<file path="config.mk">
export PLATFORM = sky130hd
export DESIGN_NAME = spi_memory_slave
export DESIGN_NICKNAME = d
export VERILOG_FILES = /design/src/rtl/spi_memory_slave.sv
export SDC_FILE = /design/constraint.sdc
export NUM_CORES = 1
export LEC_CHECK = 0
export ABC_AREA = 1
export BUFFER_PORTS_ARGS = -buffer_cell sky130_fd_sc_hd__buf_2
export CORE_ASPECT_RATIO = 1.5
export CORE_MARGIN = 2
export CORE_UTILIZATION = 42
export CTS_CLUSTER_SIZE = 16
export DETAILED_ROUTE_END_ITERATION = 8
export SYNTH_ARGS = -nofsm -noshare
export SYNTH_HDL_FRONTEND = slang
export SYNTH_SLANG_ARGS = --single-unit
</file>
<file path="constraint.sdc">
create_clock -name clk -period 4.3 [get_ports clk]
set_input_delay 0.86 -clock clk [delete_from_list [all_inputs] [get_ports clk]]
set_output_delay 0.86 -clock clk [all_outputs]
set_load 0.05 [all_outputs]
</file>
<file path="src/rtl/spi_memory_slave.sv">
// ---------------------------------------------------------------------------
// spi_memory_slave
//
// SPI-attached word memory. A frame starts with chip select low, followed by
// an address frame of addrwidth+1 bits (address MSB-first, then R/W with
// 1 = read). A write then shifts datawidth bits in on SCLK rising edges and
// commits them to memory; a read drives the addressed word out MSB-first on
// SCLK falling edges. Raising chip select at any point abandons the frame.
//
// Ports:
//   clk               system clock, all state lives in this domain
//   reset             asynchronous active-high reset
//   cs_conditioned    debounced chip select, active-low
//   mosi_conditioned  debounced serial data in
//   sclk_posedge      one-clk pulse on a debounced SCLK rising edge
//   sclk_negedge      one-clk pulse on a debounced SCLK falling edge
//   miso              serial data out (registered)
//   miso_enable       tristate enable for the external MISO buffer (registered)
// ---------------------------------------------------------------------------
module spi_memory_slave #(
    parameter int addrwidth = 7,
    parameter int datawidth = 8
) (
    input  logic clk,
    input  logic reset,
    input  logic cs_conditioned,
    input  logic mosi_conditioned,
    input  logic sclk_posedge,
    input  logic sclk_negedge,
    output logic miso,
    output logic miso_enable
);

    localparam int DEPTH = 2 ** addrwidth;
    // The shift register must hold the whole address frame as well as a word.
    localparam int SW    = ((addrwidth + 1) > datawidth) ? (addrwidth + 1) : datawidth;
    localparam int CNTW  = $clog2(SW + 1);

    localparam logic [CNTW-1:0] C_ALAST = CNTW'(addrwidth);
    localparam logic [CNTW-1:0] C_DLAST = CNTW'(datawidth - 1);
    localparam logic [CNTW-1:0] C_DW    = CNTW'(datawidth);

    typedef enum logic [2:0] {
        IDLE         = 3'd0,
        GET_ADDR     = 3'd1,
        READ_LOAD    = 3'd2,
        READ         = 3'd3,
        WRITE        = 3'd4,
        WRITE_COMMIT = 3'd5,
        DONE         = 3'd6
    } state_t;

    state_t                 r_state;
    logic [CNTW-1:0]        r_cnt;
    logic [SW-1:0]          r_shift;
    logic [addrwidth-1:0]   r_addr;
    logic                   r_rw;
    logic                   r_miso;
    logic                   r_miso_en;
    logic [datawidth-1:0]   r_rd_data;
    logic [datawidth-1:0]   r_mem [0:DEPTH-1];

    state_t                 w_state_next;
    logic [CNTW-1:0]        w_cnt_next;
    logic [SW-1:0]          w_shift_next;
    logic [addrwidth-1:0]   w_addr_next;
    logic                   w_rw_next;
    logic                   w_miso_next;
    logic                   w_miso_en_next;
    logic                   w_mem_we;
    logic                   w_pos;
    logic                   w_neg;

    // A rising edge wins when both pulses land in the same clk.
    assign w_pos = sclk_posedge;
    assign w_neg = sclk_negedge & ~sclk_posedge;

    always_ff @(posedge clk or posedge reset) begin
        if (reset) begin
            r_state   <= IDLE;
            r_cnt     <= '0;
            r_shift   <= '0;
            r_addr    <= '0;
            r_rw      <= 1'b0;
            r_miso    <= 1'b0;
            r_miso_en <= 1'b0;
        end else begin
            r_state   <= w_state_next;
            r_cnt     <= w_cnt_next;
            r_shift   <= w_shift_next;
            r_addr    <= w_addr_next;
            r_rw      <= w_rw_next;
            r_miso    <= w_miso_next;
            r_miso_en <= w_miso_en_next;
        end
    end

    // Memory is never reset. The read port is addressed with the address
    // being latched this cycle, so the word is ready when READ_LOAD runs.
    always_ff @(posedge clk) begin
        if (w_mem_we) begin
            r_mem[r_addr] <= r_shift[datawidth-1:0];
        end
        r_rd_data <= r_mem[w_addr_next];
    end

    always_comb begin
        w_state_next   = r_state;
        w_cnt_next     = r_cnt;
        w_shift_next   = r_shift;
        w_addr_next    = r_addr;
        w_rw_next      = r_rw;
        w_miso_next    = r_miso;
        w_miso_en_next = r_miso_en;
        w_mem_we       = 1'b0;

        if (r_state != IDLE && cs_conditioned) begin
            // Chip select released: abandon whatever is in flight.
            w_state_next   = IDLE;
            w_cnt_next     = '0;
            w_miso_next    = 1'b0;
            w_miso_en_next = 1'b0;
        end else begin
            case (r_state)
                IDLE: begin
                    w_miso_en_next = 1'b0;
                    if (!cs_conditioned) begin
                        w_state_next = GET_ADDR;
                        w_cnt_next   = '0;
                    end
                end
                GET_ADDR: begin
                    if (w_pos) begin
                        w_shift_next = {r_shift[SW-2:0], mosi_conditioned};
                        w_cnt_next   = r_cnt + 1'b1;
                        if (r_cnt == C_ALAST) begin
                            // Bits already held are the address; this one is R/W.
                            w_addr_next  = r_shift[addrwidth-1:0];
                            w_rw_next    = mosi_conditioned;
                            w_cnt_next   = '0;
                            w_state_next = mosi_conditioned ? READ_LOAD : WRITE;
                        end
                    end
                end
                READ_LOAD: begin
                    w_shift_next                  = '0;
                    w_shift_next[datawidth-1:0]   = r_rd_data;
                    w_miso_en_next                = 1'b1;
                    w_state_next                  = READ;
                end
                READ: begin
                    if (w_pos) begin
                        if (r_cnt == C_DW) begin
                            w_state_next   = DONE;
                            w_miso_en_next = 1'b0;
                        end
                    end else if (w_neg && r_cnt != C_DW) begin
                        w_miso_next  = r_shift[datawidth-1];
                        w_shift_next = r_shift << 1;
                        w_cnt_next   = r_cnt + 1'b1;
                    end
                end
                WRITE: begin
                    if (w_pos) begin
                        w_shift_next = {r_shift[SW-2:0], mosi_conditioned};
                        w_cnt_next   = r_cnt + 1'b1;
                        if (r_cnt == C_DLAST) begin
                            w_cnt_next   = '0;
                            w_state_next = WRITE_COMMIT;
                        end
                    end
                end
                WRITE_COMMIT: begin
                    w_mem_we     = ~r_rw;
                    w_state_next = DONE;
                end
                DONE: begin
                    w_miso_en_next = 1'b0;
                end
                default: begin
                    w_state_next   = IDLE;
                    w_miso_en_next = 1'b0;
                end
            endcase
        end
    end

    assign miso        = r_miso;
    assign miso_enable = r_miso_en;

endmodule

</file>
After elaboration in Yosys (flattened, before gate mapping)
Memories as Yosys holds them, arrays and structs flattened. A register that Yosys moved wholly into a read port is not among the register bits.
Index checks and enable logic that the tools add are counted.
{"block": "word_totals", "ff_bits": 25, "mem_bits_rw": 1024, "n_memories": 1}
{"block": "op_classes", "addsub": 1, "eq_ne": 25, "muxes": 37, "n_bitwise": 4, "n_reduce_logical": 16}
{"memory": "r_mem", "words": 128, "word_bits": 8, "rd": 1, "rd_ports_with_merged_regs": 1, "wr": 1, "line": "61", "source": "logic [datawidth-1:0] r_mem [0:DEPTH-1];"}
{"cell": "2-to-1 mux 7 bit", "count": 4}
{"cell": "2-to-1 mux 3 bit", "count": 9}
{"cell": "!= test 3 bit (second input constant)", "count": 9}
{"cell": "2-to-1 mux 4 bit", "count": 6}
{"cell": "2-to-1 mux 8 bit", "count": 3}
{"cell": "one-hot mux 8 bit (3 select lines)", "count": 1}
{"cell": "one-hot mux 3 bit (7 select lines)", "count": 1}
{"cell": "one-hot mux 4 bit (3 select lines)", "count": 1}
{"cell": "2-to-1 mux 1 bit", "count": 11}
{"cell": "AND reduction 5 bit", "count": 2}
{"cell": "== test 3 bit (second input constant)", "count": 3}
{"cell": "AND reduction 8 bit", "count": 1}
{"cell": "== test 3 x 2 -> 1 bit (second input constant)", "count": 2}
{"cell": "!= test 2 x 1 -> 1 bit (second input constant)", "count": 3}
{"cell": "!= test 2 bit (second input constant)", "count": 3}
{"cell": "AND reduction 3 bit", "count": 2}
{"cell": "nonzero test 3 bit", "count": 2}
{"cell": "adder 4 x 1 -> 4 bit (second input constant)", "count": 1}
{"cell": "== test 4 x 3 -> 1 bit (second input constant)", "count": 1}
{"cell": "== test 4 bit (second input constant)", "count": 1}
{"cell": "!= test 4 bit (second input constant)", "count": 1}
{"cell": "AND reduction 4 bit", "count": 1}
{"cell": "nonzero test 2 bit", "count": 2}
{"cell": "nonzero test 4 bit", "count": 1}
{"cell": "9 further kinds", "count": 12}

Logic depth before layout (Yosys ltp)
Gate-level depths: netlist of the first run.
{"block": "depth", "ltp_word": 7, "depth_mapped": 18}

Least setup slack after synthesis of the first run
Ideal clock, no wire load.
{"block": "synth_timing", "kind": "register to register", "start": "register r_shift[0]", "end": "register r_rd_data[3] (read register of r_mem)", "setup_ns": 0.116, "arrival_ns": 3.271, "required_time_ns": 4.184, "path_slack_ns": 0.913, "stages_incl_launch_ff": 14, "n_path_buf": 2, "cell_sequence": "dfrtp_1 -> nand4_1 -> nand2_1 -> buf_2 -> clkbuf_1 -> nand2_1 -> nand3_1 -> nand3_1 -> nand3_1 -> nand3_1 -> nand3_1 -> nand2_1 -> nand2_1 -> nand2_1"}
{"block": "synth_between", "elab_chain_cells": 4}
{"item": "from (decl)", "line": "55", "source": "logic [SW-1:0] r_shift;"}
{"item": "from (signal assigned)", "line": "90", "source": "r_shift <= w_shift_next;"}
{"item": "2-to-1 mux 7 bit", "line": "136", "source": "if (r_cnt == C_ALAST) begin"}
{"item": "2-to-1 mux 7 bit", "line": "133", "source": "if (w_pos) begin"}
{"item": "2-to-1 mux 7 bit", "line": "124", "source": "case (r_state)"}
{"item": "2-to-1 mux 7 bit", "line": "117", "source": "if (r_state != IDLE && cs_conditioned) begin"}
{"item": "to (decl)", "line": "60", "source": "logic [datawidth-1:0] r_rd_data;"}
No other way between the ends.
A chain may end at the register's enable or synchronous reset.

Worst setup path after layout of the first run
{"block": "layout_timing", "start": "register r_cnt[0]", "end": "register r_rd_data[1] (read register of r_mem)"}
{"block": "layout_between", "elab_chain_cells": 5}
{"item": "from (decl)", "line": "54", "source": "logic [CNTW-1:0] r_cnt;"}
{"item": "from (signal assigned)", "line": "89", "source": "r_cnt <= w_cnt_next;"}
{"item": "== test 4 x 3 -> 1 bit", "line": "136"}
{"item": "2-to-1 mux 7 bit", "line": "136"}
{"item": "2-to-1 mux 7 bit", "line": "133"}
{"item": "2-to-1 mux 7 bit", "line": "124"}
{"item": "2-to-1 mux 7 bit", "line": "117"}
No other way between the ends.

==> results, run 1 <==
- The detail-routed via count per cell is 5.11.
- The leakage power summed over all cells is 21.3 nW.
- For this run, the register share of the synthesized area comes to 67.5%.
- The power density of the placed cells is 466 nW/um^2.
- The critical path is of the reg -> reg type.
- The post-place setup slack is 271 ps.
- The netlist uses 34 different library cells.
- The die boundary width is 276 um.
- Timing would allow up to 281 MHz.
- The number of hold violations in the final report is 0.
- The cell at the root of the clock tree is clkbuf_16.
- The final worst-path setup slack is 744 ps.
- The sum of overflow across all layers after global routing is 0.
- The starting DRC count in detailed routing is 2865.
- The number of port buffers is 7.
- For the worst setup path, the data required time is 4910 ps.
- Summed over its instances, the top area cell type makes up 65.8% of the synthesized netlist area.
- The count of flip-flops with a built-in enable after synthesis is 1024.
- The register bit count reported by yosys is 1057.
- After clock tree synthesis, the clock-pin slew on the worst setup and hold paths is 70 ps.
- The clock reaches the later pin of the worst-skew pair after 720 ps.
- The post-synthesis average cell area is 10.2 sq um.
- The global-route wire length before repair is 188000 um.
- The number of global-route vias before repair is 30175.
- The area overhead of the layout relative to synthesis is 10.9%.
- Global routing consumed, over all layers together, 22.0% of the routing resources.
- Setup repair after global routing left no endpoint under its margin.
- The number of placement rows is 149.
- The number of hold-repair buffers added at the cts stage is 0.
- The part of the cycle the worst path needs is 82.7%.
- TritonCTS built the clock tree.
- The via count is 31114.
- Once detailed placement completed, the half-perimeter wirelength came to 74800 um.
- During synthesis, Yosys emitted a total of 0 warnings.
- The final core area utilization is 47.0%.
- The most used flip-flop cell after synthesis is edfxtp_1.
- In the final timing run, aggregate negative setup slack is 0 ps.
- The most critical setup path has its startpoint at r_cnt[0].
- In the post-synthesis netlist, the biggest area contributors are edfxtp_1 (66%), nand3_1 (10%), nand2_1 (9.4%), inv_1 (7.2%), buf_2 (1.6%).
- After the last flow step, the layout net total stands at 4585.
- The floorplan step defined a core boundary enclosing 110000 sq um.
- The tree built by TritonCTS fans out to 1057 sinks.
- The reg-to-reg critical path startpoint is r_cnt[0].
- The number of antenna violations at the first check in global routing came to 1.
- The biggest area contributor in the post-synthesis netlist is edfxtp_1.
- The DRC violation count after routing is 0.
- The layout cell share with drive strength beyond 1 is 6.27%.
- The H-tree level count is 3.
- The total wirelength of the detailed-routed design is 125000 um.
- The maximum fanout count along the critical path is 39.
- Measured against its own limit, the worst slew margin works out to 22.0%.
- The initial utilization of the core area, before any placement, comes to 42.4%.
- For this design the top-level I/O count stands at 8.
- The clock passes through at most 3 buffers.
- In this run, CTS created clock tree buffers numbering 98.
- The maximum number of pins on one net before global-route repair is 112.
- The classification of the worst-slack hold path is in -> async.
- The die is 412 um tall.
- The residual antenna-violating net count after detailed routing is 0.
- The first TritonRoute pass finished after 6 iterations.
- The routed length per instance is 20.6 um.
- STA classifies the critical path endpoint as a register.
- The die footprint is 114000 sq um.
- The arrival time at the worst endpoint is 4160 ps.
- The worst path needs 3560 ps of the cycle, external delays included.
- The count of final setup violators is 0.
- The gate count after technology mapping is 4590.
- The number of setup buffers added after CTS is 0.
- The actual transition at the worst max-transition pin is 1170 ps.
- The share of synthesized registers carrying an async set or reset is 2.37%.
- The summed instance area of the synthesized netlist is 46700 sq um.
- The final-report max-slew violation count is 0.
- Ranked by instance count, the synthesized netlist is headed by nand2_1 (1171), edfxtp_1 (1024), nand3_1 (970).
- STA classifies the critical path startpoint as a register.
- At the end of routability-driven placement, the weighted congestion stood at 0.892.
- The count of instances resized after the clock tree is built is 0.
- The worst-case IR drop observed on VDD is 0.000360 V.
- Yosys instantiated no cell more often than nand2_1.
- Clock skew on the completed layout was measured at 32.6 ps.
- After routing the design area is 51800 sq um.
- Max-cap violations in this run came to 0.
- Counting every net in the synthesized netlist gives 4598.
- The flow ran to the end, and the final reports show no timing, DRC or antenna violations.
- The cell area reported after detailed placement is 48600 sq um.
[registers in the layout (all words and copies together), names as in the netlist]
name / flops
r_mem: 1024
r_rw: 1
r_shift: 8
r_addr: 7
miso: 1
r_cnt: 4
miso_enable: 1
r_state: 3
r_rd_data: 8
[stage by stage]
step,hold slack [ps],total power [mW],cells
final,211,24.2,6093
after detailed placement,462,15.7,5911
after global routing,223,24.9,6093
after floorplan,439,14.4,4590
after global placement,450,15.7,5911
after CTS,184,24.3,6092
[cell usage in the layout, fill, tap and decap left out, drive strengths merged]
master / instances
nand3b: 40
edfxtp: 1024
nand4: 2
nor3: 7
bufinv: 9
a22oi: 1
diode: 1
clkbuf: 118
clkinv: 46
o21ai: 16
a31oi: 7
dfxtp: 8
clkinvlp: 9
dfrtp: 25
o211ai: 2
a211oi: 2
o31ai: 1
ha: 2
o22ai: 3
inv: 896
nand3: 971
buf: 122
nand2: 1174
nor2: 166
a21oi: 7
[final timing paths]
path / end / slack (ps) / cells past startpoint
worst max-delay path: r_rd_data[1] / 740 / 15
worst min-delay path: miso_enable / 210 / 3
worst max register to register: r_rd_data[1] / 740 / 15
worst min register to register: r_shift[6] / 470 / 2
max in group asynchronous: r_shift[7] / 3770 / 3
min in group clk: r_shift[6] / 470 / 2
[power by group]
group | leakage (nW) | internal (mW) | switching, mW
Clock | 1.52 | 4.79 | 3.90
Sequential | 9.52 | 12.9 | 0.452
Combinational | 10.3 | 0.266 | 1.90
[layer usage]
layer | vias to the layer above | global-route usage (%) | wire (um)
met4 | 0 | 11.6 | 6570
met2 | 1017 | 39.0 | 63800
met1 | 14970 | 25.6 | 47900
met5 | - | 0 | 0
met3 | 271 | 3.46 | 7140
li1 | 14856 | - | -
[final cells by class]
| type | instances | area [sq um] |
|---|---|---|
| Clock buffer | 118 | 2550 |
| Fill cell | 10062 | 58400 |
| Timing Repair Buffer | 122 | 1300 |
| Sequential cell | 1057 | 31600 |
| Multi-Input combinational cell | 2401 | 10600 |
| Clock inverter | 63 | 622 |
| Inverter | 897 | 3370 |
| Antenna cell | 1 | 2.50 |
| Tap cell | 1434 | 1790 |
[logic make-up (layout without fill, tap and decap cells)]
family	after synthesis	in the layout	share of synthesized area, %
other	0	1	0
adders and majority gates	2	2	0.0536
AOI/OAI and AO/OA	39	39	0.517
and+or+nand+nor	2360	2360	22.0
DFF	1057	1057	67.5
buffers and inverters	1132	1200	9.93
[worst max-delay path, stage by stage, from the launching register on]
cell and delay [ps]:
dfrtp_1 370, ha_1 180, nand2_1 90, nor2_2 290, nand3_4 330, nand2_1 230, o21ai_4 110, inv_4 460
buf_12 310, nand3_1 150, nand3_1 160, nand3_1 210, nand3_1 270, nand2_1 100, nand2_1 80, nand2_1 80
(Power assumes the default switching activity.)
==> run 2, diff against run 1 <==
==> constraint.sdc (replaced) <==
create_clock -name clk -period 3.6 [get_ports clk]
set_input_delay 0.72 -clock clk [delete_from_list [all_inputs] [get_ports clk]]
set_output_delay 0.72 -clock clk [all_outputs]
set_load 0.05 [all_outputs]
==> run 2 against run 1 <==
Compared with the run above: combinational power rose by 26%; final cell count increased by 0.43%; critical path depth rose by 1; clock skew is 13 ps lower; count of clock-buffer cells in the layout decreased by 9; sequential share of layout area decreased by 0.37 points; critical path type unchanged; wire length grew 2.8%; hold slack improved by 110 ps; die area unchanged.
==> results, run 2 (synthesis results as in run 1) <==
- The filler cell count in the final layout is 10079 (was 10062).
- The most common library cell in the layout ignoring fill and taps is nand2_1 (unchanged).
- The via count came to 31616 (was 31114).
- The nature of the critical path startpoint is a register (unchanged).
- The final weighted congestion in routability-driven placement is 0.868 (was 0.892).
- The register containing the most flip-flops in the final layout is r_mem (unchanged).
- The global-route wire length before repair came to 192000 um (was 188000 um).
- The maximum fanout count along the critical path is 56 (was 39).
- The number of port buffers is 7 (unchanged).
- The post-layout total power was 28.9 mW (was 24.2 mW).
- The DRC violation count after routing came to 0 (unchanged).
- The number of hold violations in the final report is 0 (unchanged).
- The number of clock sinks seen by CTS is 1057 (unchanged).
- The maximum buffer depth of the clock tree came to 3 (unchanged).
- The number of hold-repair buffers added at the cts stage came to 0 (unchanged).
- The kind of end point of the critical path was a register (unchanged).
- The initial standard-cell utilization of the core is 42.4% (unchanged).
- The largest vdd supply drop is 0.000463 V (was 0.000360 V).
- The total wirelength of the detailed-routed design is 129000 um (was 125000 um).
- The cell with the largest stage delay on the worst path is dfrtp_1 (was inv_4).
- The top metal layer carrying routed signals was met4 (unchanged).
- The aggregate global-route resource usage is 22.5% (was 22.0%).
- The detailed route wirelength on metal2 was 67400 um (was 63800 um).
- The proportion of power drawn by the clock network is 35.4% (was 36.0%).
- The switching component of the power is 7.56 mW (was 6.25 mW).
- The area overhead of the layout relative to synthesis is 11.6% (was 10.9%).
- The number of antenna violations at the first check in global routing was 0 (was 1).
- The part of the power in combinational logic is 9.5% (was 9.0%).
- The end of the worst register-to-register path was r_rd_data[5] (was r_rd_data[1]).
- The switching fraction of total power came to 26.2% (was 25.9%).
- The post-layout instance area is 52100 sq um (was 51800 sq um).
- The number of global-route vias before repair is 30839 (was 30175).
- Critical path, cell by cell: ha_1 > nand2_1 > nor2_2 > nand3_4 > buf_12 > o21ai_4 > buf_4 > buf_12 > nand3_1 > nand3_1 > nand3_1 > nand3_1 > nand3_1 > nand2_1 > nand2_1 > nand2_1 (was ha_1 > nand2_1 > nor2_2 > nand3_4 > nand2_1 > o21ai_4 > inv_4 > buf_12 > nand3_1 > nand3_1 > nand3_1 > nand3_1 > nand2_1 > nand2_1 > nand2_1).
- The classification of the worst-slack hold path is in -> async (unchanged).
- The cell repeated most along the worst path is nand3_1 (was nand2_1).
- The maximum number of pins on one net before global-route repair is 131 (was 112).
- The number of maximum-capacitance violations is 0 (unchanged).
- The count of instances resized after the clock tree is built is 0 (unchanged).
- The detailed placer's ending HPWL is 79800 um (was 74800 um).
- The number of placement rows was 149 (unchanged).
- The cell at the root of the clock tree is clkbuf_16 (unchanged).
- The routed length per instance came to 21.1 um (was 20.6 um).
- The part of the cycle the worst path needs is 94.3% (was 82.7%).
- The final worst-path setup slack is 207 ps (was 744 ps).
- Run status: completed (unchanged).
- The cell area reported after detailed placement is 49000 sq um (was 48600 sq um).
- The number of CTS-inserted buffers is 95 (was 98).
- The reg-to-reg critical path startpoint is r_cnt[0] (unchanged).
- The residual antenna-violating net count after detailed routing was 0 (unchanged).
- The core footprint was 110000 sq um (unchanged).
- The start-to-end type of the worst setup path was reg -> reg (unchanged).
- The final core area utilization is 47.3% (was 47.0%).
- Most used cells in the layout excluding fill and tap cells: nand2_1 (1169), edfxtp_1 (1024), nand3_1 (970) (unchanged).
- Biggest regs: r_mem x1024, r_rd_data x8, r_shift x8 (unchanged).
- The wire length on met1 is 48200 um (was 47900 um).
- The die boundary width came to 276 um (unchanged).
- The final-report max-slew violation count came to 0 (unchanged).
- The sum of overflow across all layers after global routing is 0 (unchanged).
- The cell-internal power is 21.3 mW (was 17.9 mW).
- The number of cell instances on the worst register-to-register path is 16 (was 15).
- The H-tree level count is 3 (unchanged).
- The number of antenna diodes was 0 (was 1).
- The boundary pin count is 8 (unchanged).
- The final net count was 4614 (was 4585).
- The arrival time at the worst endpoint is 4030 ps (was 4160 ps).
- The number of buffers and inverters on the critical path came to 3 (was 2).
- The actual transition at the worst max-transition pin is 1170 ps (about the same).
- The worst relative slew slack is 22.2% (was 22.0%).
- The setup clock skew after layout is 19.8 ps (was 32.6 ps).
- The clock slew at the register clock pins of the worst setup and hold paths was 70 ps (about the same).
- The fmax is 295 MHz (was 281 MHz).
- The CTS tree is built (unchanged).
- The critical path required time is 4240 ps (was 4910 ps).
- The detail-routed via count per cell is 5.17 (was 5.11).
- The maximum cell stage delay along the critical path is 380 ps (was 460 ps).
- The power density of the placed cells is 554 nW/um^2 (was 466 nW/um^2).
- The number of flip-flops under the largest register name was 1024 (unchanged).
- The length of routed met3 wiring is 6630 um (was 7140 um).
- The count of final setup violators is 0 (unchanged).
- The minimum setup slack among reg-to-reg paths is 210 ps (was 740 ps).
- The insertion delay to the later sink of the worst-skew pair was 700 ps (was 720 ps).
- The die footprint is 114000 sq um (unchanged).
- The share of power burned in registers came to 55.1% (about the same).
- The final critical-path required period was 3390 ps (was 3560 ps).
- The height of the die is 412 um (unchanged).
- Unrepaired setup endpoints after global routing: false (unchanged).
- The starting DRC count in detailed routing is 2843 (was 2865).
- The layout cell share with drive strength beyond 1 was 6.92% (was 6.27%).
- The leakage power summed over all cells is 21.5 nW (was 21.3 nW).
- The post-CTS setup repair buffer count came to 0 (unchanged).
- The detailed-routing iteration count for the pre-antenna-repair pass is 6 (unchanged).
- The cell type group with the largest total delay on the critical path is simple AND/OR/NAND/NOR gates (unchanged).
- The post-place setup slack is 30.7 ps (was 271 ps).
-- run 2: layout make-up --
cell class                 instances  area (sq um)  area share, %
timing repair buffer             154          1690           3.24
tap                             1434          1790           3.44
clock inverter                    67           614           1.18
inverter                         897          3370           6.46
sequential                      1057         31600           60.6
multi-input combinational       2401         10600           20.4
clock buffer                     109          2480           4.76
-- run 2: power groups by stage --
| stage | combinational (mW) | sequential, mW | clock (mW) |
|---|---|---|---|
| after floorplan | 0.532 | 16.6 | 0 |
| after global placement | 2.71 | 16.2 | 0 |
| after detailed placement | 2.75 | 16.2 | 0 |
| after CTS | 2.75 | 15.9 | 10.4 |
| after global routing | 2.93 | 15.9 | 10.8 |
| final | 2.74 | 15.9 | 10.2 |
-- run 2: per-layer routing --
metal | global-route usage [%] | vias to the layer above
met5 | 0 | -
met4 | 11.5 | 0
met3 | 2.67 | 279
met2 | 41.2 | 1072
met1 | 25.7 | 15335
li1 | - | 14930
-- run 2: worst max-delay path by stage --
stage | cells past startpoint | from | slack, ps | to
4_1_cts | 16 | r_cnt[0] | 240 | r_rd_data[5]
5_1_grt | 16 | r_cnt[0] | 50 | r_rd_data[5]
2_1_floorplan | 13 | r_shift[0] | 210 | r_rd_data[3]
6_report | 16 | r_cnt[0] | 210 | r_rd_data[5]
3_3_place_gp | 17 | sclk_posedge | -10 | r_rd_data[5]
3_5_place_dp | 17 | sclk_posedge | 30 | r_rd_data[5]
-- run 2: metrics by stage --
step	hold WS, ps	std cells	setup TNS [ps]
3_5_place_dp	453	5943	0
6_report	316	6119	0
4_1_cts	336	6119	0
3_3_place_gp	455	5943	-14.2
5_1_grt	381	6119	0
2_1_floorplan	439	4590	0
